**config.mk**
```make
export PLATFORM = sky130hd
export DESIGN_NAME = mul_arbiter
export DESIGN_NICKNAME = d
export VERILOG_FILES = /design/src/rtl/mul_arbiter.sv
export SDC_FILE = /design/constraint.sdc
export NUM_CORES = 1
export LEC_CHECK = 0
export CORE_AREA = 3 3 130 132
export CTS_BUF_LIST = sky130_fd_sc_hd__clkbuf_8
export DETAILED_ROUTE_END_ITERATION = 10
export DIE_AREA = 0 0 133 135
export GPL_TIMING_DRIVEN = 0
export PLACE_DENSITY = 0.85
export SKIP_CTS_REPAIR_TIMING = 1
export SYNTH_ARGS = -nofsm -noshare
export SYNTH_HDL_FRONTEND = slang
export SYNTH_SLANG_ARGS = --single-unit
```
**constraint.sdc**
```tcl
create_clock -name clk -period 1.85 [get_ports clk]
set_input_delay 0.2775 -clock clk [delete_from_list [all_inputs] [get_ports clk]]
set_output_delay 0.2775 -clock clk [all_outputs]
set_load 0.02 [all_outputs]
```
**src/rtl/mul_arbiter.sv**
```systemverilog
// mul_arbiter: shares one pipelined multiplier between NUM_REQ requesters.
// Exactly one operation is in flight: accept -> issue write -> wait for the
// multiplier -> read -> capture product -> hold response until taken.
//
// Build option: define MUL_ARB_ROUND_ROBIN_EN for round-robin grant; without
// it the lowest-indexed requesting port wins (fixed priority).
//
// Ports:
//   clk, reset           clock; synchronous active-high reset
//   req_valid/req_a/b    per-requester request and flattened operands
//   req_ready            one-hot accept strobe (one cycle, IDLE only)
//   resp_valid/ready     one-hot result handshake for the owning requester
//   resp_data            registered product, stable while resp_valid is high
//   busy                 high whenever the FSM is not idle
//   mul_wr_*             operand write to the multiplier
//   mul_rd_*             product read from the multiplier
module mul_arbiter #(
    parameter int unsigned DATA_WIDTH = 32,
    parameter int unsigned NUM_REQ    = 2
) (
    input  logic                          clk,
    input  logic                          reset,
    input  logic [NUM_REQ-1:0]            req_valid,
    input  logic [NUM_REQ*DATA_WIDTH-1:0] req_a,
    input  logic [NUM_REQ*DATA_WIDTH-1:0] req_b,
    output logic [NUM_REQ-1:0]            req_ready,
    output logic [NUM_REQ-1:0]            resp_valid,
    input  logic [NUM_REQ-1:0]            resp_ready,
    output logic [2*DATA_WIDTH-1:0]       resp_data,
    output logic                          busy,
    output logic                          mul_wr_en,
    output logic                          mul_rd_en,
    output logic [DATA_WIDTH-1:0]         mul_wr_data_1,
    output logic [DATA_WIDTH-1:0]         mul_wr_data_2,
    input  logic                          mul_wr_ready,
    input  logic                          mul_rd_ready,
    input  logic                          mul_rd_val,
    input  logic [2*DATA_WIDTH-1:0]       mul_rd_data
);

    localparam int unsigned IDX_W = $clog2(NUM_REQ);

    typedef enum logic [2:0] {
        StIdle,
        StIssue,
        StWait,
        StRead,
        StCapture,
        StResp
    } state_e;

    state_e                  state_q, state_d;
    logic [IDX_W-1:0]        owner_q;
    logic [DATA_WIDTH-1:0]   op_a_q, op_b_q;
    logic [2*DATA_WIDTH-1:0] resp_data_q;

    logic                    grant_valid;
    logic [IDX_W-1:0]        grant_idx;
    logic [DATA_WIDTH-1:0]   sel_a, sel_b;
    logic                    accept;

    // Grant selection
`ifdef MUL_ARB_ROUND_ROBIN_EN
    logic [IDX_W-1:0] rr_ptr_q;

    function automatic logic [IDX_W-1:0] wrap_idx(input int unsigned v);
        return IDX_W'(v % NUM_REQ);
    endfunction

    // Search starts one past the last winner and wraps around.
    always_comb begin
        grant_valid = 1'b0;
        grant_idx   = '0;
        for (int unsigned k = 1; k <= NUM_REQ; k++) begin
            if (!grant_valid && req_valid[wrap_idx(32'(rr_ptr_q) + k)]) begin
                grant_valid = 1'b1;
                grant_idx   = wrap_idx(32'(rr_ptr_q) + k);
            end
        end
    end

    always_ff @(posedge clk) begin
        if (reset) begin
            rr_ptr_q <= IDX_W'(NUM_REQ - 1);
        end else if (accept) begin
            rr_ptr_q <= grant_idx;
        end
    end
`else
    always_comb begin
        grant_valid = 1'b0;
        grant_idx   = '0;
        for (int unsigned k = 0; k < NUM_REQ; k++) begin
            if (!grant_valid && req_valid[IDX_W'(k)]) begin
                grant_valid = 1'b1;
                grant_idx   = IDX_W'(k);
            end
        end
    end
`endif

    // Operand mux for the winning requester
    always_comb begin
        sel_a = '0;
        sel_b = '0;
        for (int unsigned k = 0; k < NUM_REQ; k++) begin
            if (IDX_W'(k) == grant_idx) begin
                sel_a = req_a[k*DATA_WIDTH +: DATA_WIDTH];
                sel_b = req_b[k*DATA_WIDTH +: DATA_WIDTH];
            end
        end
    end

    // Reset is synchronous, so mask accepts while it is asserted.
    assign accept = (state_q == StIdle) && grant_valid && mul_wr_ready && !reset;

    // State register
    always_ff @(posedge clk) begin
        if (reset) begin
            state_q <= StIdle;
        end else begin
            state_q <= state_d;
        end
    end

    // Datapath registers
    always_ff @(posedge clk) begin
        if (reset) begin
            owner_q     <= '0;
            op_a_q      <= '0;
            op_b_q      <= '0;
            resp_data_q <= '0;
        end else begin
            if (accept) begin
                owner_q <= grant_idx;
                op_a_q  <= sel_a;
                op_b_q  <= sel_b;
            end
            if (state_q == StCapture && mul_rd_val) begin
                resp_data_q <= mul_rd_data;
            end
        end
    end

    // Next-state logic
    always_comb begin
        state_d = state_q;
        case (state_q)
            StIdle:    if (accept) state_d = StIssue;
            StIssue:   state_d = StWait;
            StWait:    if (mul_rd_ready) state_d = StRead;
            StRead:    state_d = StCapture;
            StCapture: if (mul_rd_val) state_d = StResp;
            StResp:    if (resp_ready[owner_q]) state_d = StIdle;
            default:   state_d = StIdle;
        endcase
    end

    // Outputs; strobes are held low during the reset cycle as well.
    always_comb begin
        req_ready  = '0;
        resp_valid = '0;
        mul_wr_en  = 1'b0;
        mul_rd_en  = 1'b0;
        busy       = 1'b0;
        if (accept) begin
            req_ready[grant_idx] = 1'b1;
        end
        if (!reset) begin
            busy      = (state_q != StIdle);
            mul_wr_en = (state_q == StIssue);
            mul_rd_en = (state_q == StRead);
            if (state_q == StResp) begin
                resp_valid[owner_q] = 1'b1;
            end
        end
    end

    assign resp_data     = resp_data_q;
    assign mul_wr_data_1 = op_a_q;
    assign mul_wr_data_2 = op_b_q;

endmodule

```
## Word level (Yosys, flattened, before mapping)

Cells that the tools add are included.

| storage, ports and cells | value |
|---|---|
| bits in registers | 132 |
| bits of input ports | 201 |
| output and inout bits | 135 |
| logic and storage cells | 52 |

| operators by class | value |
|---|---|
| magnitude comparators | 4 |
| eq/ne operators | 9 |
| mux-type cells | 22 |
| reductions and logical operators | 12 |

Operators with widths:

| operator | number |
|---|---|
| 32-bit two-way mux | 2 |
| 3-bit case mux with 6 select lines | 1 |
| 3-bit two-way mux | 4 |
| 1-bit two-way mux | 10 |
| 2-bit != test (second input constant) | 4 |
| 1-bit logical AND | 7 |
| 3-bit by 2-bit == test with 1-bit output (second input constant) | 2 |
| 3-bit == test (second input constant) | 2 |
| 2-bit two-way mux | 3 |
| 1-bit by 2-bit less-than comparator with 1-bit output (second input constant) | 2 |
| 4-bit AND reduction | 1 |
| 3-bit by 1-bit == test with 1-bit output (second input constant) | 1 |
| 3-bit logical NOT | 1 |
| 3-bit nonzero test | 1 |
| 1-bit demux with 1-bit select | 2 |
| 1-bit greater-or-equal comparator (second input constant) | 2 |
| 1-bit logical NOT | 2 |

## Depth between registers and ports, before layout

| depth | value |
|---|---|
| depth after elaboration | 9 |
| gate-level depth with buffers | 6 |
| mapped depth without buffers | 3 |

## Least setup slack after synthesis

No wires, ideal clock.

| timing path | value |
|---|---|
| path type | register -> output |
| start | register state_q[1] |
| end | output resp_valid[0] |
| arrival time | 1345 ps |
| required time | 1572 ps |
| slack | 227 ps |
| cell stages (with the launch flop) | 4 |
| path buffers | 1 |
| path through | dfxtp_1 buf_2 nand2b_1 nor4b_1 |

| on the way | value |
|---|---|
| cells in the longest elaborated chain, start to end | 3 |

RTL lines:

| item | RTL line | RTL |
|---|---|---|
| start: declaration | 52 | `state_e state_q, state_d;` |
| start signal: assignment | 120 | `state_q <= StIdle;` |
| start signal: assignment | 122 | `state_q <= state_d;` |
| 3-bit == test | 173 | `if (state_q == StResp) begin` |
| 2-bit two-way mux | 173 |  |
| 2-bit two-way mux | 169 | `if (!reset) begin` |
| end: declaration | 27 | `output logic [NUM_REQ-1:0] resp_valid,` |

Every way passes these cells.

## Final worst setup path

| timing path | value |
|---|---|
| start | register state_q[1] |
| end | output req_ready[1] |

| on the way | value |
|---|---|
| cells in the longest elaborated chain, start to end | 5 |

RTL lines:

| item | RTL line | RTL |
|---|---|---|
| 3-bit logical NOT | 115 | `assign accept = (state_q == StIdle) && grant_valid && mul_wr_ready && !reset;` |
| 1-bit logical AND (3 in series) | 115 |  |
| 2-bit two-way mux | 166 | `if (accept) begin` |
| end: declaration | 26 | `output logic [NUM_REQ-1:0] req_ready,` |

Every way passes these cells.

==> impl_metrics.json <==
{
  "relSlewSlack_pct": 51.1,
  "setup-violations-final": 1,
  "n_fill_cell": 1294,
  "die_w_um": 133,
  "grt_use_total_pct": 22.5,
  "grt_pass1_vias": 5976,
  "period_minus_slack_ns": 1.85,
  "netlist_area_um2": 5890,
  "switching_share_pct": 32.7,
  "row_count": 46,
  "dpl_worst_slack_ns": -0.858,
  "violations": "setup timing",
  "cp-end-kind": "output port",
  "status": "finished with violations",
  "drc": 0,
  "path_cells": "nor3_4 > buf_12 > nand4_1 > inv_1 > buf_6",
  "antenna_found_initial": 0,
  "finalWorstSetupSlack_ns": -0.00495,
  "synth-seq-cells": 132,
  "clockPowerShare_pct": 28.0,
  "cts_made_buffers": 17,
  "skew_ns": 0.0110,
  "grt_max_degree": 17,
  "slowest_delay_ns": 0.37,
  "finalSetupTns_ns": -0.00495,
  "synth_flop_cell": "dfxtp_1",
  "yosysWarnings": 0,
  "via_count": 6087,
  "fp.coreArea_um2": 15800,
  "place.gp.congestion": 0.815,
  "grt_overflow": 0,
  "syn-num-nets": 821,
  "fin_nets": 1177,
  "synthXorXnorAreaFrac_pct": 0.149,
  "routedWlPerCell_um": 17.7,
  "drive_gt1_share_pct": 15.5,
  "drtIter0Drc": 304,
  "drv_cap": 0,
  "p_leak_nw": 3.45,
  "worstMarginPinSlew_ns": 0.733,
  "insertion_delay_ns": 0.45,
  "root_buffer": "clkbuf_8",
  "synth_compound_area_share_pct": 26.3,
  "postRouteAntennaNets": 0,
  "drv_slew": 0,
  "dr.pass1.iters": 5,
  "fp.dieH_um": 135,
  "synth_edf_count": 0,
  "seqPwrFrac_pct": 36.1,
  "startpoint_type": "flop",
  "cts_tree": "built",
  "fin_util_pct": 63.4,
  "viasPerCell": 5.05,
  "dpl.hpwl_mm": 16.3,
  "p_int_mw": 6.19,
  "switchingPower_mw": 3.00,
  "synth-adder-area-share_pct": 0,
  "synth_top_family_by_area": "compound AO/OA/AOI/OAI gates",
  "ir_drop_v": 0.000622,
  "path_clk_slew_ns": 0.08,
  "regArea_um2": 2650,
  "netlist_instances": 620,
  "worst-setup-path-type": "flop to output port",
  "io_pins": 336,
  "grt_pass1_wl_mm": 32.0,
  "dpl.cell_count": 1171,
  "required_ns": 1.57,
  "hold_violations": 0,
  "routed_wl_mm": 21.3,
  "multi_input_area_um2": 2870,
  "fin_cells": 1205,
  "hp-class": "primary input to flop",
  "cp_max_fo": 6,
  "rsz0062_at_grt": "true",
  "finalCritPeriodShare_pct": 100,
  "clkSinkCount": 132,
  "max_freq_ghz": 0.539,
  "num_antenna_cells": 0,
  "port_buffers": 335,
  "synthMuxAreaShare_pct": 11.0,
  "dieArea_um2": 18000,
  "htreeDepth": 4,
  "ys_seq_area_share_pct": 44.8,
  "async_reset_ff_share_pct": 0,
  "pwr-share-comb_pct": 35.9,
  "yosys.area_share.simple_pct": 10.7,
  "crit_arrival_ns": 1.58,
  "clockBufferDepth": 2,
  "powerDensity_nw_per_um2": 916,
  "avgSynthCellArea_um2": 9.51,
  "worst_path_max_delay_cell": "dfxtp_4",
  "ys_types": 33,
  "syn_to_final_growth_pct": 70.3,
  "initial_core_util_pct": 37.2
}
-- stage by stage --
step	hold WS [ns]	instance area [µm²]	power, mW
after detailed placement	0.446	9520	6.44
final	0.373	10000	9.19
after global placement	0.441	9520	6.39
after global routing	0.360	10000	9.59
after CTS	0.343	9930	9.00
after floorplan	0.413	5890	5.03
-- synthesized netlist by cell type (all sizes together) (3+ instances only) --
| library cell | n | area share (%) |
|---|---|---|
| a31oi | 64 | 6.8 |
| nor3 | 4 | 0.53 |
| inv | 4 | 0.25 |
| nor2b | 3 | 0.36 |
| buf | 40 | 4.8 |
| mux2i | 65 | 11 |
| dfxtp | 132 | 45 |
| clkbuf | 29 | 1.8 |
| a21oi | 66 | 5.6 |
| a211oi | 64 | 13 |
| nand2 | 130 | 8.3 |
-- layout by cell type, fill, tap and decap left out, types with 11 or more instances in the layout --
cell / count
buf_4: 16
clkbuf_8: 20
a21oi_1: 66
clkbuf_1: 24
buf_6: 11
a31oi_1: 64
mux2i_1: 65
buf_2: 16
a211oi_2: 60
nand2_1: 130
dfxtp_1: 129
clkdlybuf4s50_1: 327
-- power by group through the flow --
stage | clock [mW] | sequential [mW] | combinational (mW)
2_1_floorplan | 0 | 3.62 | 1.42
3_3_place_gp | 0 | 3.32 | 3.08
3_5_place_dp | 0 | 3.33 | 3.11
4_1_cts | 2.61 | 3.26 | 3.12
5_1_grt | 2.72 | 3.35 | 3.52
6_report | 2.57 | 3.32 | 3.30
-- state kept, by name (all words and copies together), names as in the netlist --
name and count:
state_q 3, mul_wr_data_2 32, resp_data 64, owner_q 1, mul_wr_data_1 32
-- worst max-delay path: cells and delay by family (launching register included) --
family,cells,cell delay [ns]
flops,1,0.37
buf+inv,3,0.38
simple gates,2,0.39
-- routing by layer --
metal	track usage, %	share of wire, %
met2	38.9	50
met3	5.63	6.9
met4	9.30	2.5
met5	0	0
met1	26.8	40
-- worst paths after layout --
path                        start                to  slack (ns)  cells after the start
setup / recovery       state_q[1]      req_ready[1]      -0.005                      5
hold / removal    mul_rd_data[10]     resp_data[10]        0.37                      3
setup reg to reg       state_q[1]  mul_wr_data_1[1]        0.15                      5
hold reg to reg     resp_data[44]     resp_data[44]        0.45                      2
-- cell families after synthesis --
family,count (synthesis)
AOI/OAI and AO/OA,199
and+or+nand+nor,150
DFF,132
buffers and inverters,73
muxes,65
xor gates and xnor gates,1
-- final cells by class --
| cell class | count | area share [%] |
|---|---|---|
| Timing Repair Buffer | 343 | 34.1 |
| Multi-Input combinational cell | 415 | 28.6 |
| Sequential cell | 132 | 26.4 |
| Buffer | 63 | 3.99 |
| Clock buffer | 20 | 2.74 |
| Tap cell | 216 | 2.69 |
| Clock inverter | 12 | 1.37 |
| Inverter | 4 | 0.150 |
Note: power is estimated with default switching activity, not from simulation.
